[src/rtl/gpu_io_pkg.sv]
// Shared types and constants for the GPU UART input path.
// Packet offsets are also consumed by the top level when it loads scene registers.
package gpu_io_pkg;

  localparam int CLK_HZ_DEF = 40_000_000;
  localparam int BAUD_DEF   = 115_200;
  localparam int NUM_BYTES  = 60;
  localparam int IDX_W      = 7;

  localparam int VP_00_OFS       = 30;
  localparam int RENDER_MODE_OFS = 59;

  typedef enum logic [2:0] {
    IDLE,
    START,
    DATA,
    STOP,
    WAIT_HIGH
  } rx_state_t;

  // Full bit period, or half of it for the start-bit midpoint (both truncated).
  function automatic int uart_cycles(input int clk_hz, input int baud, input bit half);
    int bit_cyc;
    bit_cyc = clk_hz / baud;
    return half ? (bit_cyc / 2) : bit_cyc;
  endfunction

endpackage

[src/rtl/uart_packet_rx_if.sv]
// Byte/strobe bundle between the UART packet receiver and the register loader.
interface uart_packet_rx_if;
  import gpu_io_pkg::*;

  logic             rx;
  logic [7:0]       read_data;
  logic [IDX_W-1:0] idx;
  logic             update_reg;
  logic             pc_ready;
  logic             rx_err;

  modport master (
    input  rx,
    output read_data, idx, update_reg, pc_ready, rx_err
  );

  modport slave (
    output rx,
    input  read_data, idx, update_reg, pc_ready, rx_err
  );

endinterface

[src/rtl/uart_rx_core.sv]
// 8N1 UART byte receiver: input synchroniser, start/data/stop FSM, mid-bit sampling.
// byte_valid / frame_err are single-cycle combinational flags raised at the stop-bit sample.
module uart_rx_core
  import gpu_io_pkg::*;
#(
  parameter int BIT_CYC  = 347,
  parameter int HALF_CYC = 173
) (
  input  logic       clk_40,
  input  logic       rst_n,
  input  logic       rx,
  output logic       byte_valid,
  output logic       frame_err,
  output logic       in_idle,
  output logic [7:0] byte_data
);

  localparam int CNT_W = $clog2(BIT_CYC + 1);

  logic             sync1_q, sync2_q;
  rx_state_t        state_q, state_d;
  logic [CNT_W-1:0] cnt_q, cnt_d;
  logic [2:0]       bit_q, bit_d;
  logic [7:0]       shift_q, shift_d;
  logic             rx_s;

  assign rx_s      = sync2_q;
  assign in_idle   = (state_q == IDLE);
  assign byte_data = shift_q;

  always_ff @(posedge clk_40 or negedge rst_n) begin
    if (!rst_n) begin
      sync1_q <= 1'b1;
      sync2_q <= 1'b1;
      state_q <= IDLE;
      cnt_q   <= '0;
      bit_q   <= '0;
      shift_q <= '0;
    end else begin
      sync1_q <= rx;
      sync2_q <= sync1_q;
      state_q <= state_d;
      cnt_q   <= cnt_d;
      bit_q   <= bit_d;
      shift_q <= shift_d;
    end
  end

  always_comb begin
    state_d    = state_q;
    cnt_d      = cnt_q;
    bit_d      = bit_q;
    shift_d    = shift_q;
    byte_valid = 1'b0;
    frame_err  = 1'b0;
    case (state_q)
      IDLE: begin
        cnt_d = '0;
        bit_d = '0;
        if (!rx_s) state_d = START;
      end
      START: begin
        // Re-check the line at mid start bit; a short low pulse is a glitch.
        if (cnt_q == CNT_W'(HALF_CYC - 1)) begin
          cnt_d   = '0;
          state_d = rx_s ? IDLE : DATA;
        end else begin
          cnt_d = cnt_q + 1'b1;
        end
      end
      DATA: begin
        if (cnt_q == CNT_W'(BIT_CYC - 1)) begin
          cnt_d   = '0;
          shift_d = {rx_s, shift_q[7:1]};
          bit_d   = bit_q + 3'd1;
          if (bit_q == 3'd7) state_d = STOP;
        end else begin
          cnt_d = cnt_q + 1'b1;
        end
      end
      STOP: begin
        if (cnt_q == CNT_W'(BIT_CYC - 1)) begin
          cnt_d = '0;
          if (rx_s) begin
            byte_valid = 1'b1;
            state_d    = IDLE;
          end else begin
            frame_err = 1'b1;
            state_d   = WAIT_HIGH;
          end
        end else begin
          cnt_d = cnt_q + 1'b1;
        end
      end
      WAIT_HIGH: begin
        // A held-low (break) line must not look like a stream of start bits.
        if (rx_s) state_d = IDLE;
      end
      default: state_d = IDLE;
    endcase
  end

endmodule

[src/rtl/uart_packet_rx.sv]
// Scene-packet front end: numbers received bytes 0..NUM_BYTES-1, strobes each one out,
// flags packet completion, and drops framing on stop-bit errors or idle gaps.
module uart_packet_rx
  import gpu_io_pkg::*;
#(
  parameter int CLK_HZ       = CLK_HZ_DEF,
  parameter int BAUD         = BAUD_DEF,
  parameter int TIMEOUT_BITS = 20
) (
  input  logic              clk_40,
  input  logic              rst_n,
  uart_packet_rx_if.master  bus
);

  localparam int BIT_CYC  = uart_cycles(CLK_HZ, BAUD, 1'b0);
  localparam int HALF_CYC = uart_cycles(CLK_HZ, BAUD, 1'b1);
  localparam int TMO_CYC  = TIMEOUT_BITS * BIT_CYC;
  localparam int TMO_W    = $clog2(TMO_CYC + 1);

  logic       byte_valid, frame_err, in_idle;
  logic [7:0] byte_data;

  uart_rx_core #(
    .BIT_CYC  (BIT_CYC),
    .HALF_CYC (HALF_CYC)
  ) u_core (
    .clk_40     (clk_40),
    .rst_n      (rst_n),
    .rx         (bus.rx),
    .byte_valid (byte_valid),
    .frame_err  (frame_err),
    .in_idle    (in_idle),
    .byte_data  (byte_data)
  );

  logic [IDX_W-1:0] byte_cnt_q, byte_cnt_d;
  logic [IDX_W-1:0] idx_q, idx_d;
  logic [7:0]       read_data_q, read_data_d;
  logic             update_q, update_d;
  logic             pc_ready_q, pc_ready_d;
  logic             rx_err_q, rx_err_d;
  logic [TMO_W-1:0] idle_cnt_q, idle_cnt_d;

  always_ff @(posedge clk_40 or negedge rst_n) begin
    if (!rst_n) begin
      byte_cnt_q  <= '0;
      idx_q       <= '0;
      read_data_q <= '0;
      update_q    <= 1'b0;
      pc_ready_q  <= 1'b0;
      rx_err_q    <= 1'b0;
      idle_cnt_q  <= '0;
    end else begin
      byte_cnt_q  <= byte_cnt_d;
      idx_q       <= idx_d;
      read_data_q <= read_data_d;
      update_q    <= update_d;
      pc_ready_q  <= pc_ready_d;
      rx_err_q    <= rx_err_d;
      idle_cnt_q  <= idle_cnt_d;
    end
  end

  always_comb begin
    byte_cnt_d  = byte_cnt_q;
    idx_d       = idx_q;
    read_data_d = read_data_q;
    update_d    = 1'b0;
    rx_err_d    = 1'b0;
    idle_cnt_d  = '0;
    // Trails the last byte's strobe so its register load has settled downstream.
    pc_ready_d  = update_q && (idx_q == IDX_W'(NUM_BYTES - 1));
    if (byte_valid) begin
      read_data_d = byte_data;
      idx_d       = byte_cnt_q;
      update_d    = 1'b1;
      byte_cnt_d  = (byte_cnt_q == IDX_W'(NUM_BYTES - 1)) ? '0 : byte_cnt_q + 1'b1;
    end else if (frame_err) begin
      byte_cnt_d = '0;
      rx_err_d   = 1'b1;
    end else if (in_idle && (byte_cnt_q != '0)) begin
      if (idle_cnt_q == TMO_W'(TMO_CYC - 1)) begin
        byte_cnt_d = '0;
        rx_err_d   = 1'b1;
      end else begin
        idle_cnt_d = idle_cnt_q + 1'b1;
      end
    end
  end

  assign bus.read_data  = read_data_q;
  assign bus.idx        = idx_q;
  assign bus.update_reg = update_q;
  assign bus.pc_ready   = pc_ready_q;
  assign bus.rx_err     = rx_err_q;

endmodule

[src/flat_wrapper.sv]
// flat-port wrapper written by rule: the top's interface ports become plain ports
module uart_packet_rx_flat import gpu_io_pkg::*;
#(
  parameter int CLK_HZ       = CLK_HZ_DEF,
  parameter int BAUD         = BAUD_DEF,
  parameter int TIMEOUT_BITS = 20
)
  (clk_40, rst_n, bus_rx, bus_read_data, bus_idx, bus_update_reg, bus_pc_ready, bus_rx_err);
  uart_packet_rx_if bus_i ();
  input  logic clk_40;
  input  logic rst_n;
  input wire logic [$bits(bus_i.rx)-1:0] bus_rx;
  output wire logic [$bits(bus_i.read_data)-1:0] bus_read_data;
  output wire logic [$bits(bus_i.idx)-1:0] bus_idx;
  output wire logic [$bits(bus_i.update_reg)-1:0] bus_update_reg;
  output wire logic [$bits(bus_i.pc_ready)-1:0] bus_pc_ready;
  output wire logic [$bits(bus_i.rx_err)-1:0] bus_rx_err;
  assign bus_i.rx = bus_rx;
  assign bus_read_data = bus_i.read_data;
  assign bus_idx = bus_i.idx;
  assign bus_update_reg = bus_i.update_reg;
  assign bus_pc_ready = bus_i.pc_ready;
  assign bus_rx_err = bus_i.rx_err;
  uart_packet_rx #(.CLK_HZ(CLK_HZ), .BAUD(BAUD), .TIMEOUT_BITS(TIMEOUT_BITS)) u_core (.clk_40(clk_40), .rst_n(rst_n), .bus(bus_i));
endmodule
[config.mk]
export PLATFORM = sky130hd
export DESIGN_NAME = uart_packet_rx_flat
export DESIGN_NICKNAME = d
export VERILOG_FILES = /design/src/rtl/gpu_io_pkg.sv /design/src/rtl/uart_packet_rx_if.sv /design/src/rtl/uart_rx_core.sv /design/src/rtl/uart_packet_rx.sv /design/src/flat_wrapper.sv
export SDC_FILE = /design/constraint.sdc
export NUM_CORES = 1
export LEC_CHECK = 0
export CORE_MARGIN = 2
export CORE_UTILIZATION = 29
export CTS_CLUSTER_DIAMETER = 50
export DETAILED_ROUTE_END_ITERATION = 7
export MAX_ROUTING_LAYER = met4
export PLACE_DENSITY_LB_ADDON = 0.15
export SYNTH_ARGS = -nofsm -noshare
export SYNTH_HDL_FRONTEND = slang
export SYNTH_SLANG_ARGS = --single-unit
[constraint.sdc]
create_clock -name clk_40 -period 2.86 [get_ports clk_40]
set_clock_uncertainty 0.2 [all_clocks]
set_input_delay 0.572 -clock clk_40 [delete_from_list [all_inputs] [get_ports clk_40]]
set_output_delay 0.572 -clock clk_40 [all_outputs]
set_load 0.02 [all_outputs]
==> impl_metrics.py <==
metrics = {
    "status": {
        "outcome": "completed",
    },
    "cells_and_area": {
        "final_cells": 448,
        "fillerInstances": 1065,
        "reg.largest.list": "u_core.idle_cnt_q x13, u_core.u_core.cnt_q x9",
        "area_growth_pct": 18.2,
        "antenna_cells": 0,
        "nets": 318,
        "stdcell_area_um2": 3600,
        "finalCoreUtilization_pct": 35.1,
        "largest-register": "u_core.idle_cnt_q",
        "drive_gt1_share_pct": 19.6,
        "largest_register_ffs": 13,
    },
    "synthesis": {
        "ys.flop_type": "dfrtp_1",
        "synth.distinct_cells": 50,
        "synth_edf_count": 0,
        "synth_top_cell_area_share_pct": 50.1,
        "async_reset_ff_share_pct": 100,
        "synth.net_count": 290,
        "synth.most_common_cell": "dfrtp_1",
        "synth_top_family_by_area": "simple AND/OR/NAND/NOR gates",
        "synth_warnings": 0,
        "ys_seq_area_share_pct": 51.8,
        "syn_inst": 279,
        "synthAdderAreaFrac_pct": 3.28,
        "yosys.area.top_type": "dfrtp_1",
        "postSynthAreaPerCell_um2": 10.9,
        "synthTopCellsByCount": "dfrtp_1, nor2_1, mux2_2, nand2_1, o21ai_0",
        "ys_ff_latch": 63,
        "synth_compound_area_share_pct": 10.7,
        "yosys-top-cells-area": "dfrtp_1, mux2_2, nor2_1",
        "mappedNetlistArea_um2": 3050,
        "synthXorXnorAreaFrac_pct": 3.16,
        "synthSimpleGateAreaFrac_pct": 18.7,
        "synth.mux.area_fraction_pct": 9.19,
    },
    "pwr": {
        "powerDensity_nw_per_um2": 445,
        "power.leakage_nw": 1.59,
        "vdd_drop_max_v": 0.000197,
        "power_mw": 1.60,
    },
    "clocking": {
        "clk_pin_slew_ps": 80,
        "tritoncts": "done",
        "cts_root_buf": "clkbuf_8",
        "cts_buffers": 9,
        "cts_setup_buffers": 0,
        "clkLatencyLatePin_ps": 330,
        "cts_buffer_depth": 2,
        "postCtsHoldBufs": 0,
        "cts_sinks": 63,
        "cts_resized": 0,
        "htree_num_levels": 3,
    },
    "global_route": {
        "gr-usage-all-layers_pct": 11.9,
        "antenna_found_initial": 0,
        "use_met1_pct": 15.8,
        "first_global_vias": 2073,
        "busiest_layer": "met2",
        "grt_pass1_wl_mm": 10.4,
        "gr-usage-met3_pct": 4.41,
        "gr-total-overflow": 0,
        "gr-usage-met2_pct": 17.1,
        "grt_start_max_net_pins": 42,
    },
    "sta": {
        "period_share_pct": 77.7,
        "min_period_ps": 2220,
        "setup_viol": 0,
        "fmax_mhz": 450,
        "layout_setup_ws_ps": 637,
        "drv_slew": 0,
        "fin_setup_tns_ps": 0,
        "hold_violations": 0,
        "rsz0062_at_grt": "false",
        "relSlewSlack_pct": 59.0,
        "tightest_slew_ps": 610,
        "timing.hold.ws_ps": 21.3,
    },
    "flow_run": {
        "cap_violations": 0,
    },
    "placement": {
        "dp_slack_ps": 631,
        "placedCellCount": 432,
        "port_buffers": 20,
        "placed_area_um2": 3430,
        "hpwlAfterDp_mm": 4.03,
        "routabilityCongestion": 0.765,
    },
    "floorplan": {
        "fp.dieW_um": 107,
        "die_area_um2": 11400,
        "core_area_um2": 10300,
        "die-height_um": 107,
        "rows": 37,
        "start_util_pct": 29.7,
        "boundaryPins": 21,
    },
    "critical_path": {
        "crit_fanout": 5,
        "critPathLaunchType": "flop",
        "arrival_ps": 2230,
        "endpoint_kind": "flop",
        "worstSetupPathType": "flop to flop",
        "cp.required_ps": 2870,
    },
    "routing": {
        "drc": 0,
        "ant_nets": 0,
        "drt-pass1-iter-count": 4,
        "avgRoutedWirePerCell_um": 13.2,
        "vias": 2144,
        "via_per_inst": 4.79,
        "drtIter0Drc": 83,
        "postRouteWirelength_mm": 5.92,
    },
    "worst_hold_path": {
        "hold_path_class": "input pin to asynchronous set/reset pin",
    },
}
logic make-up (layout without fill, tap and decap cells):
kind of cell	count (synthesis)	in the layout
AO/OA/AOI/OAI	47	47
XOR/XNOR	11	11
adder cells (fa/ha/maj)	8	8
buffers and inverters	22	55
flip-flops	63	63
multiplexers	25	25
AND/OR/NAND/NOR	103	103
cells in the final DEF (no fill, tap or decap), types with 4 or more instances in the layout:
cell type,instances
dfrtp_1,61
nor2_1,28
mux2_2,24
clkdlybuf4s50_1,19
nand2_1,18
o21ai_0,16
inv_1,13
nand3_1,11
clkbuf_8,10
xor2_1,8
ha_1,8
nand4_1,7
and3_1,6
a21oi_1,5
buf_4,5
or4_1,4
o211ai_1,4
a22oi_1,4
clkinv_2,4
critical path, stage by stage, from the launching register on:
cell	delay, ps
dfrtp_1	410
inv_1	110
ha_1	150
nand4bb_1	250
or4_1	690
o41ai_4	120
o221ai_1	160
metal layers:
metal,part of all wire (%),vias to the layer above
met2,45,34
met4,0.14,0
li1,-,1061
met3,3.5,2
met1,51,1047
met5,0,-
final cells by class:
type	instances	area, um^2	area share, %
inverter	13	48.8	1.35
clock inverter	6	36.3	1.01
tap	136	170	4.72
multi-input combinational	194	1380	38.3
sequential	63	1580	43.8
timing repair buffer	26	253	7.01
clock buffer	10	138	3.82
final timing paths:
path                                                          end  slack (ps)                          startpoint  cells after the start
min in group clk_40                  u_core.u_core.rx_s$_DFF_PN1_         160     u_core.u_core.sync1_q$_DFF_PN1_                      0
hold reg to reg                      u_core.u_core.rx_s$_DFF_PN1_         160     u_core.u_core.sync1_q$_DFF_PN1_                      0
setup reg to reg                 u_core.byte_cnt_q[2]$_DFFE_PN0P_         640  u_core.u_core.cnt_q[0]$_DFFE_PN0P_                      6
setup / recovery                 u_core.byte_cnt_q[2]$_DFFE_PN0P_         640  u_core.u_core.cnt_q[0]$_DFFE_PN0P_                      6
max in group asynchronous        u_core.byte_cnt_q[0]$_DFFE_PN0P_        1810                               rst_n                      2
hold / removal             u_core.u_core.byte_data[3]$_DFFE_PN0P_          20                               rst_n                      1
power breakdown:
group	internal (mW)	switching, mW	total, mW
combinational	0.00499	0.0188	0.0238
clock	0.333	0.351	0.684
sequential	0.893	0.00192	0.895
(Power assumes the default switching activity.)
